$ cat config.mk
export PLATFORM = sky130hd
export DESIGN_NAME = palette_loader
export DESIGN_NICKNAME = d
export VERILOG_FILES = /design/src/rtl/palette_loader.sv
export SDC_FILE = /design/constraint.sdc
export NUM_CORES = 1
export LEC_CHECK = 0
export CAP_MARGIN = 20
export CORE_MARGIN = 2
export CORE_UTILIZATION = 56
export DETAILED_ROUTE_END_ITERATION = 6
export GPL_TIMING_DRIVEN = 0
export PLACE_DENSITY = 0.88
export REMOVE_ABC_BUFFERS = 1
export SYNTH_ARGS = -nofsm -noshare
export SYNTH_HDL_FRONTEND = slang
export SYNTH_SLANG_ARGS = --single-unit
$ cat constraint.sdc
create_clock -name clk -period 3.4 [get_ports clk]
set_clock_uncertainty 0.15 [all_clocks]
set_input_delay 0.68 -clock clk [delete_from_list [all_inputs] [get_ports clk]]
set_output_delay 0.68 -clock clk [all_outputs]
set_load 0.05 [all_outputs]
$ cat src/rtl/palette_loader.sv
// Palette file loader: packs streamed RGB bytes into 64 palette RAM writes,
// zero-fills any entries a short file leaves unwritten, and flags oversize files.
module palette_loader (
    input  logic        clk,
    input  logic        reset_n,
    input  logic        ioctl_download,
    input  logic        pal_sel,
    input  logic        ioctl_wr,
    input  logic [7:0]  ioctl_dout,
    output logic        load_color,
    output logic [23:0] load_color_data,
    output logic [5:0]  load_color_index,
    output logic        busy,
    output logic        pal_loaded,
    output logic        overflow
);

    typedef enum logic [1:0] {
        IDLE    = 2'd0,
        COLLECT = 2'd1,
        FILL    = 2'd2,
        DONE    = 2'd3
    } state_t;

    state_t      state_q, state_d;
    logic        session;
    logic        session_q;
    logic        session_rise;
    logic [1:0]  phase_q, phase_d;
    logic [6:0]  entry_q, entry_d;
    logic [7:0]  r_q, r_d;
    logic [7:0]  g_q, g_d;
    logic [7:0]  b_q, b_d;
    logic        load_color_q, load_color_d;
    logic [23:0] data_q, data_d;
    logic [5:0]  index_q, index_d;
    logic        pal_loaded_q, pal_loaded_d;
    logic        overflow_q, overflow_d;

    assign session      = ioctl_download & pal_sel;
    assign session_rise = session & ~session_q;

    always_comb begin
        // NOTE: every signal gets a default before any branch, so no path leaves one unassigned (no latch).
        state_d      = state_q;
        phase_d      = phase_q;
        entry_d      = entry_q;
        r_d          = r_q;
        g_d          = g_q;
        b_d          = b_q;
        load_color_d = 1'b0;
        data_d       = data_q;
        index_d      = index_q;
        pal_loaded_d = pal_loaded_q;
        overflow_d   = overflow_q;

        if (session_rise) begin
            state_d      = COLLECT;
            phase_d      = 2'd0;
            entry_d      = 7'd0;
            pal_loaded_d = 1'b0;
            overflow_d   = 1'b0;
        end else begin
            case (state_q)
                COLLECT: begin
                    if (!session) begin
                        // Trailing partial entry is dropped; the first zero-fill write issues on this edge.
                        phase_d = 2'd0;
                        if (!entry_q[6]) begin
                            state_d      = FILL;
                            load_color_d = 1'b1;
                            data_d       = 24'h000000;
                            index_d      = entry_q[5:0];
                            entry_d      = entry_q + 7'd1;
                        end else begin
                            state_d      = DONE;
                            pal_loaded_d = 1'b1;
                        end
                    end else if (ioctl_wr) begin
                        if (entry_q[6]) begin
                            overflow_d = 1'b1;
                        end else begin
                            case (phase_q)
                                2'd0: begin
                                    r_d     = ioctl_dout;
                                    phase_d = 2'd1;
                                end
                                2'd1: begin
                                    g_d     = ioctl_dout;
                                    phase_d = 2'd2;
                                end
                                default: begin
                                    b_d          = ioctl_dout;
                                    phase_d      = 2'd0;
                                    load_color_d = 1'b1;
                                    data_d       = {r_q, g_q, b_d};
                                    index_d      = entry_q[5:0];
                                    entry_d      = entry_q + 7'd1;
                                end
                            endcase
                        end
                    end
                end
                FILL: begin
                    // The entry after index 63 has been written: stop without wrapping.
                    if (entry_q[6]) begin
                        state_d      = DONE;
                        pal_loaded_d = 1'b1;
                    end else begin
                        load_color_d = 1'b1;
                        data_d       = 24'h000000;
                        index_d      = entry_q[5:0];
                        entry_d      = entry_q + 7'd1;
                    end
                end
                default: ;
            endcase
        end
    end

    always_ff @(posedge clk or negedge reset_n) begin
        if (!reset_n) begin
            state_q      <= IDLE;
            session_q    <= 1'b0;
            phase_q      <= 2'd0;
            entry_q      <= 7'd0;
            r_q          <= 8'd0;
            g_q          <= 8'd0;
            b_q          <= 8'd0;
            load_color_q <= 1'b0;
            data_q       <= 24'd0;
            index_q      <= 6'd0;
            pal_loaded_q <= 1'b0;
            overflow_q   <= 1'b0;
        end else begin
            // NOTE: non-blocking assignments so every flop samples pre-edge values.
            state_q      <= state_d;
            session_q    <= session;
            phase_q      <= phase_d;
            entry_q      <= entry_d;
            r_q          <= r_d;
            g_q          <= g_d;
            b_q          <= b_d;
            load_color_q <= load_color_d;
            data_q       <= data_d;
            index_q      <= index_d;
            pal_loaded_q <= pal_loaded_d;
            overflow_q   <= overflow_d;
        end
    end

    assign load_color       = load_color_q;
    assign load_color_data  = data_q;
    assign load_color_index = index_q;
    assign busy             = (state_q == COLLECT) || (state_q == FILL);
    assign pal_loaded       = pal_loaded_q;
    assign overflow         = overflow_q;

endmodule

Yosys cells after proc, flatten, opt, wreduce, memory -nomap -nowiden
Index checks and enable logic that the tools add are counted.

Word-level logic and storage cells: 95. Output and inout port bits: 34. Input port bits: 13. Flip-flop bits (word level): 61.

$add $sub $neg: 1. Eq/ne operators: 13. Reduce and logical (&&, ||, !) cells: 18. Multiplexer cells: 46. Bitwise logic cells: 5.

Operators with widths (number): $mux W24 (5); $pmux W24 S2 (1); $mux W7 (6); $mux W6 (5); $ne A3 B3 Y1 const B (6); $mux W2 (8); $mux W1 (15); $pmux W7 S2 (1); $ne A4 B4 Y1 const B (3); $pmux W6 S2 (1); $reduce_and A6 Y1 (2); $reduce_bool A2 Y1 (5); $pmux W2 S2 (2); $reduce_and A4 Y1 (2); $add A7 B1 Y7 const B (1); $reduce_and A3 Y1 (2); $reduce_and A5 Y1 (1); $eq A2 B1 Y1 const B (2); $pmux W1 S2 (2); $reduce_and A2 Y1 (2); $ne A3 B2 Y1 const B (1); $not A1 Y1 (3); $reduce_bool A3 Y1 (1); $and A1 B1 Y1 (2); other kinds (4) (4).

Logic depth before layout (Yosys ltp)
Depth in word-level cells: 8. Gate-level depth with buffers: 7. Mapped depth without buffers: 7.

Least setup slack after synthesis
OpenSTA, ideal clock, no wires.

Path type: register -> register. Start: register state_q[0]. End: register index_q[3] (netlist: load_color_index[3]). Clock period less this slack: 2008 ps. Arrival time: 1733 ps. Data required time: 3125 ps. Library setup time: 125 ps. Stages on the path, launching flop included: 8. Path slack: 1392 ps. Buffers on the path: 2. Cell sequence: dfrtp_1 inv_1 ha_1 or2_2 clkbuf_4 o2111ai_4 buf_6 mux2_4.

Longest elaborated chain between the ends: 3. Elaborated cells between the ends (all ways): 8. Classes of those cells: eq/ne: 5; mux: 1; reduce/logical: 2.

Ends and longest elaborated chain: start, declared (line 25) `state_t state_q, state_d;`; start signal, assigned (line 137) `state_q <= state_d;`; $eq A2 B1 Y1 / $eq A2 B2 Y1 (equally long branches) (line 64) `case (state_q)`; $ne A3 B3 Y1 (no source line) / $reduce_bool A2 Y1 (equally long branches); $reduce_and A5 Y1 (no source line); end signal, assigned (line 146) `index_q <= index_d;`; end, declared (line 36) `logic [5:0] index_q, index_d;`.

Parallel ways exist; a longest one is shown, timed or not. A chain may end at the register's enable or synchronous reset.

Final worst setup path
Start: input ioctl_download. End: register index_q[0] (netlist: load_color_index[0]).

Longest elaborated chain between the ends: 4. Elaborated cells between the ends (all ways): 9. Classes of those cells: eq/ne: 3; mux: 2; bitwise: 3; reduce/logical: 1.

Ends and longest elaborated chain: start, declared (line 6) `input logic ioctl_download,`; $and A1 B1 Y1 * (line 40) `assign session = ioctl_download & pal_sel;`; net session (line 26) `logic session;`; $and A1 B1 Y1 (line 41) `assign session_rise = session & ~session_q;`; $not A1 Y1 (no source line); $reduce_and A5 Y1 (no source line).

Mark *: on every way through the listed nets, which the timed path passes. The rest lies on a longest branch.

==> key figures <==
Run status
  – Outcome: finished clean

Synthesis
  – Asr flop ratio synth: 1.00
  – Main combinational cell family by area after synthesis: compound AO/OA/AOI/OAI gates
  – Area contributors post-synth: dfrtp_1 (57%), a22o_1 (8.6%), mux2_2 (8.1%)
  – Yosys cell types: 42
  – Synthesis-stage register bit count: between 60 and 70
  – Post-Synthesis Cells: between 150 and 200
  – Sequential fraction of the synthesis area: 0.575
  – Mux cell area share after synthesis: 0.101
  – EDFF count, synth: 0
  – Yosys top cell by area: dfrtp_1
  – Simple-Gate Fraction of Synth Area: 0.0857
  – Mean Syn Cell Area: 13.3 µm²
  – Most used DFF post-synth: dfrtp_1
  – Mapped Area: 2660 µm²
  – Compound-gate portion of the synthesized area: 0.179
  – XOR/XNOR Fraction of Synth Area: 0
  – Synth top area share: 0.575
  – Warnings, synthesis: 0
  – Synth Area in Adders: 0.0188

GRT
  – Number of global-route vias before repair: about 1,800
  – GRT Overall Usage: 0.210
  – GRT overflow: 0
  – Largest net degree at the start of global routing: 36
  – Initial antenna violation count: 0
  – First-pass GRT wire length: between 8000 and 9000 µm

Clock network
  – Clock-pin slew on the worst setup and hold paths: about 0.070 ns
  – Total CTS buffers: 9
  – Root Buffer: clkbuf_8
  – Longest Clk Path Bufs: 2
  – Post-CTS Setup Inserts: 0
  – H-tree lvl count: 3
  – Worst skew pair latency: roughly 0.33 ns
  – Post-cts sizing count: 0
  – Post-CTS Hold Fix Bufs: 0
  – Clk sinks: just over 60
  – CTS tree: yes

Worst setup path
  – WP data required: 3.47 ns
  – CP startpoint: ioctl_download
  – CP endpoint kind: flop
  – Worst reg2reg startpoint: state_q[1]
  – Crit-path max FO: 33
  – Worst Setup Path Type: primary input to flop
  – Critical Path Source Type: primary input
  – Critical Path AT: between 2 and 3 ns

Floorplan
  – Row cnt: 25
  – Starting density of the core: 0.570
  – Die width: 72.9 µm
  – I/O pins: between 40 and 50
  – Chip Height: roughly 73 µm
  – Core ar.: about 4700 µm²
  – Die Area: roughly 5300 µm²

Timing
  – RSZ-0062 raised after global routing: no
  – Fin crit period: 2.82 ns
  – Hold_ws: roughly 0.21 ns
  – Final Slew Violations: 0
  – Worst slew pin tran: slightly below 1 ns
  – Rel. slew slack: 0.347
  – Post-route worst setup slack: slightly below 0.6 ns
  – Fmax: around 350 MHz
  – Fin crit share: 0.830
  – # setup viols final: 0
  – Count of final hold-check violations: 0

Place
  – IO Port Bufs: 46
  – GPL Wtd Cong: around 0.86
  – Placed cell area: 3140 µm²
  – Placement Setup Slack: roughly 0.23 ns
  – DP Wirelength: 3410 µm

Hold path
  – Hold/Removal Path Class: primary input to asynchronous set/reset pin

Pwr
  – Leakage: about 0.0015 µW
  – Pwr dens: approximately 740 nW/µm²
  – Worst VDD drop: 0.000351 V

Layout
  – Fill count: between 300 and 400
  – Nets@finish: 267
  – Layout cells sized above 1: 0.204
  – ANT cells: 0
  – Area grow syn2layout: 26.7%
  – Final instance area: about 3400 µm²

Detailed routing
  – Post-route ant nets: 0
  – Final Routed Wirelength: 5070 µm
  – Initial DRC Count: 76
  – DR pass1 iterations: 4
  – Drt via density: between 5 and 6
  – Routed via count: between 1,500 and 2,000
  – Routed len/inst: 16.4 µm
  – DRC viols: 0

Job
  – Max_cap viols: 0
cells in the final DEF (no fill, tap or decap), types with 2 or more instances in the layout:
cell             count
dfrtp_1             61
clkdlybuf4s50_1     45
a22o_1              26
mux2_2              19
nand2_1             11
a21oi_1             10
clkbuf_8             9
inv_1                8
o21ai_0              6
nor2_1               5
ha_1                 4
clkinv_2             3
and3b_1              3
nand3_1              3
mux2_4               3
nor2b_1              2
nand3b_1             2
and3_1               2
o22ai_1              2
bufinv_16            2
clkinv_4             2
stage by stage:
| step | std cells | setup TNS [ns] | util | power (µW) |
|---|---|---|---|---|
| after floorplan | 191 | 0 | - | 1540 |
| after global placement | 291 | -21.89 | 0.669 | 1770 |
| after detailed placement | 293 | 0 | 0.674 | 1800 |
| after CTS | 309 | 0 | 0.722 | 2510 |
| after global routing | 309 | 0 | 0.722 | 2620 |
| final | 309 | 0 | 0.722 | 2490 |
cells in the mapped netlist (2+ instances only):
| master | n |
|---|---|
| dfrtp_1 | 61 |
| a22o_1 | 26 |
| mux2_2 | 19 |
| nand2_1 | 11 |
| a21oi_1 | 10 |
| inv_1 | 8 |
| o21ai_0 | 6 |
| nor2_1 | 5 |
| buf_6 | 4 |
| ha_1 | 4 |
| and3b_1 | 3 |
| buf_2 | 3 |
| mux2_4 | 3 |
| nand3_1 | 3 |
| and3_1 | 2 |
| clkinv_2 | 2 |
| nand3b_1 | 2 |
| nor2b_1 | 2 |
| o22ai_1 | 2 |
report_power, final:
| group | switching (µW) | internal (µW) |
|---|---|---|
| Sequential | 108 | 847 |
| Clock | 296 | 416 |
| Combinational | 511 | 315 |
| Total | 915 | 1580 |
layer usage:
layer	vias up	track usage	wire, µm	part of all wire
met4	0	0.119	116	0.023
li1	843	-	-	-
met2	45	0.340	2500	0.49
met1	918	0.265	2280	0.45
met5	-	0	0	0
met3	11	0.0373	166	0.033
sequential cells by signal, indices dropped and copies added, names as in the netlist:
name / cells
load_color_data: 24
session_q: 1
load_color: 1
r_q: 8
pal_loaded: 1
phase_q: 2
entry_q: 7
overflow: 1
state_q: 2
g_q: 8
load_color_index: 6
path summary, 6_finish.rpt:
kind	to	slack [ns]	cells past startpoint
worst max-delay path	load_color_index[0]	0.58	6
worst min-delay path	overflow	0.21	1
worst max register to register	load_color_index[0]	1.01	5
worst min register to register	load_color_data[15]	0.34	1
max in group asynchronous	r_q[1]	2.30	2
min in group clk	load_color_data[15]	0.34	1
logic make-up after synthesis:
group	count (synthesis)
buf+inv	18
mux	23
fa+ha+maj	4
flops	61
simple gates	37
compound gates	56
area by class of cell:
cell class                      instances  area [µm²]  share of cell area
Timing Repair Buffer                   48         487               0.145
Sequential cell                        61        1530               0.454
Inverter                               10        40.0              0.0119
Clock inverter                          7        98.8              0.0294
Clock buffer                            9         124              0.0368
Tap cell                               54        67.6              0.0201
Multi-Input combinational cell        120        1020               0.304
worst max-delay path, cell delays in order:
cell and delay [ns]:
clkdlybuf4s50_1 0.58, nand2_1 0.14, clkinv_2 0.15, nand2_1 0.12
o2111ai_4 0.79, mux2_2 0.41
(Power assumes the default switching activity.)
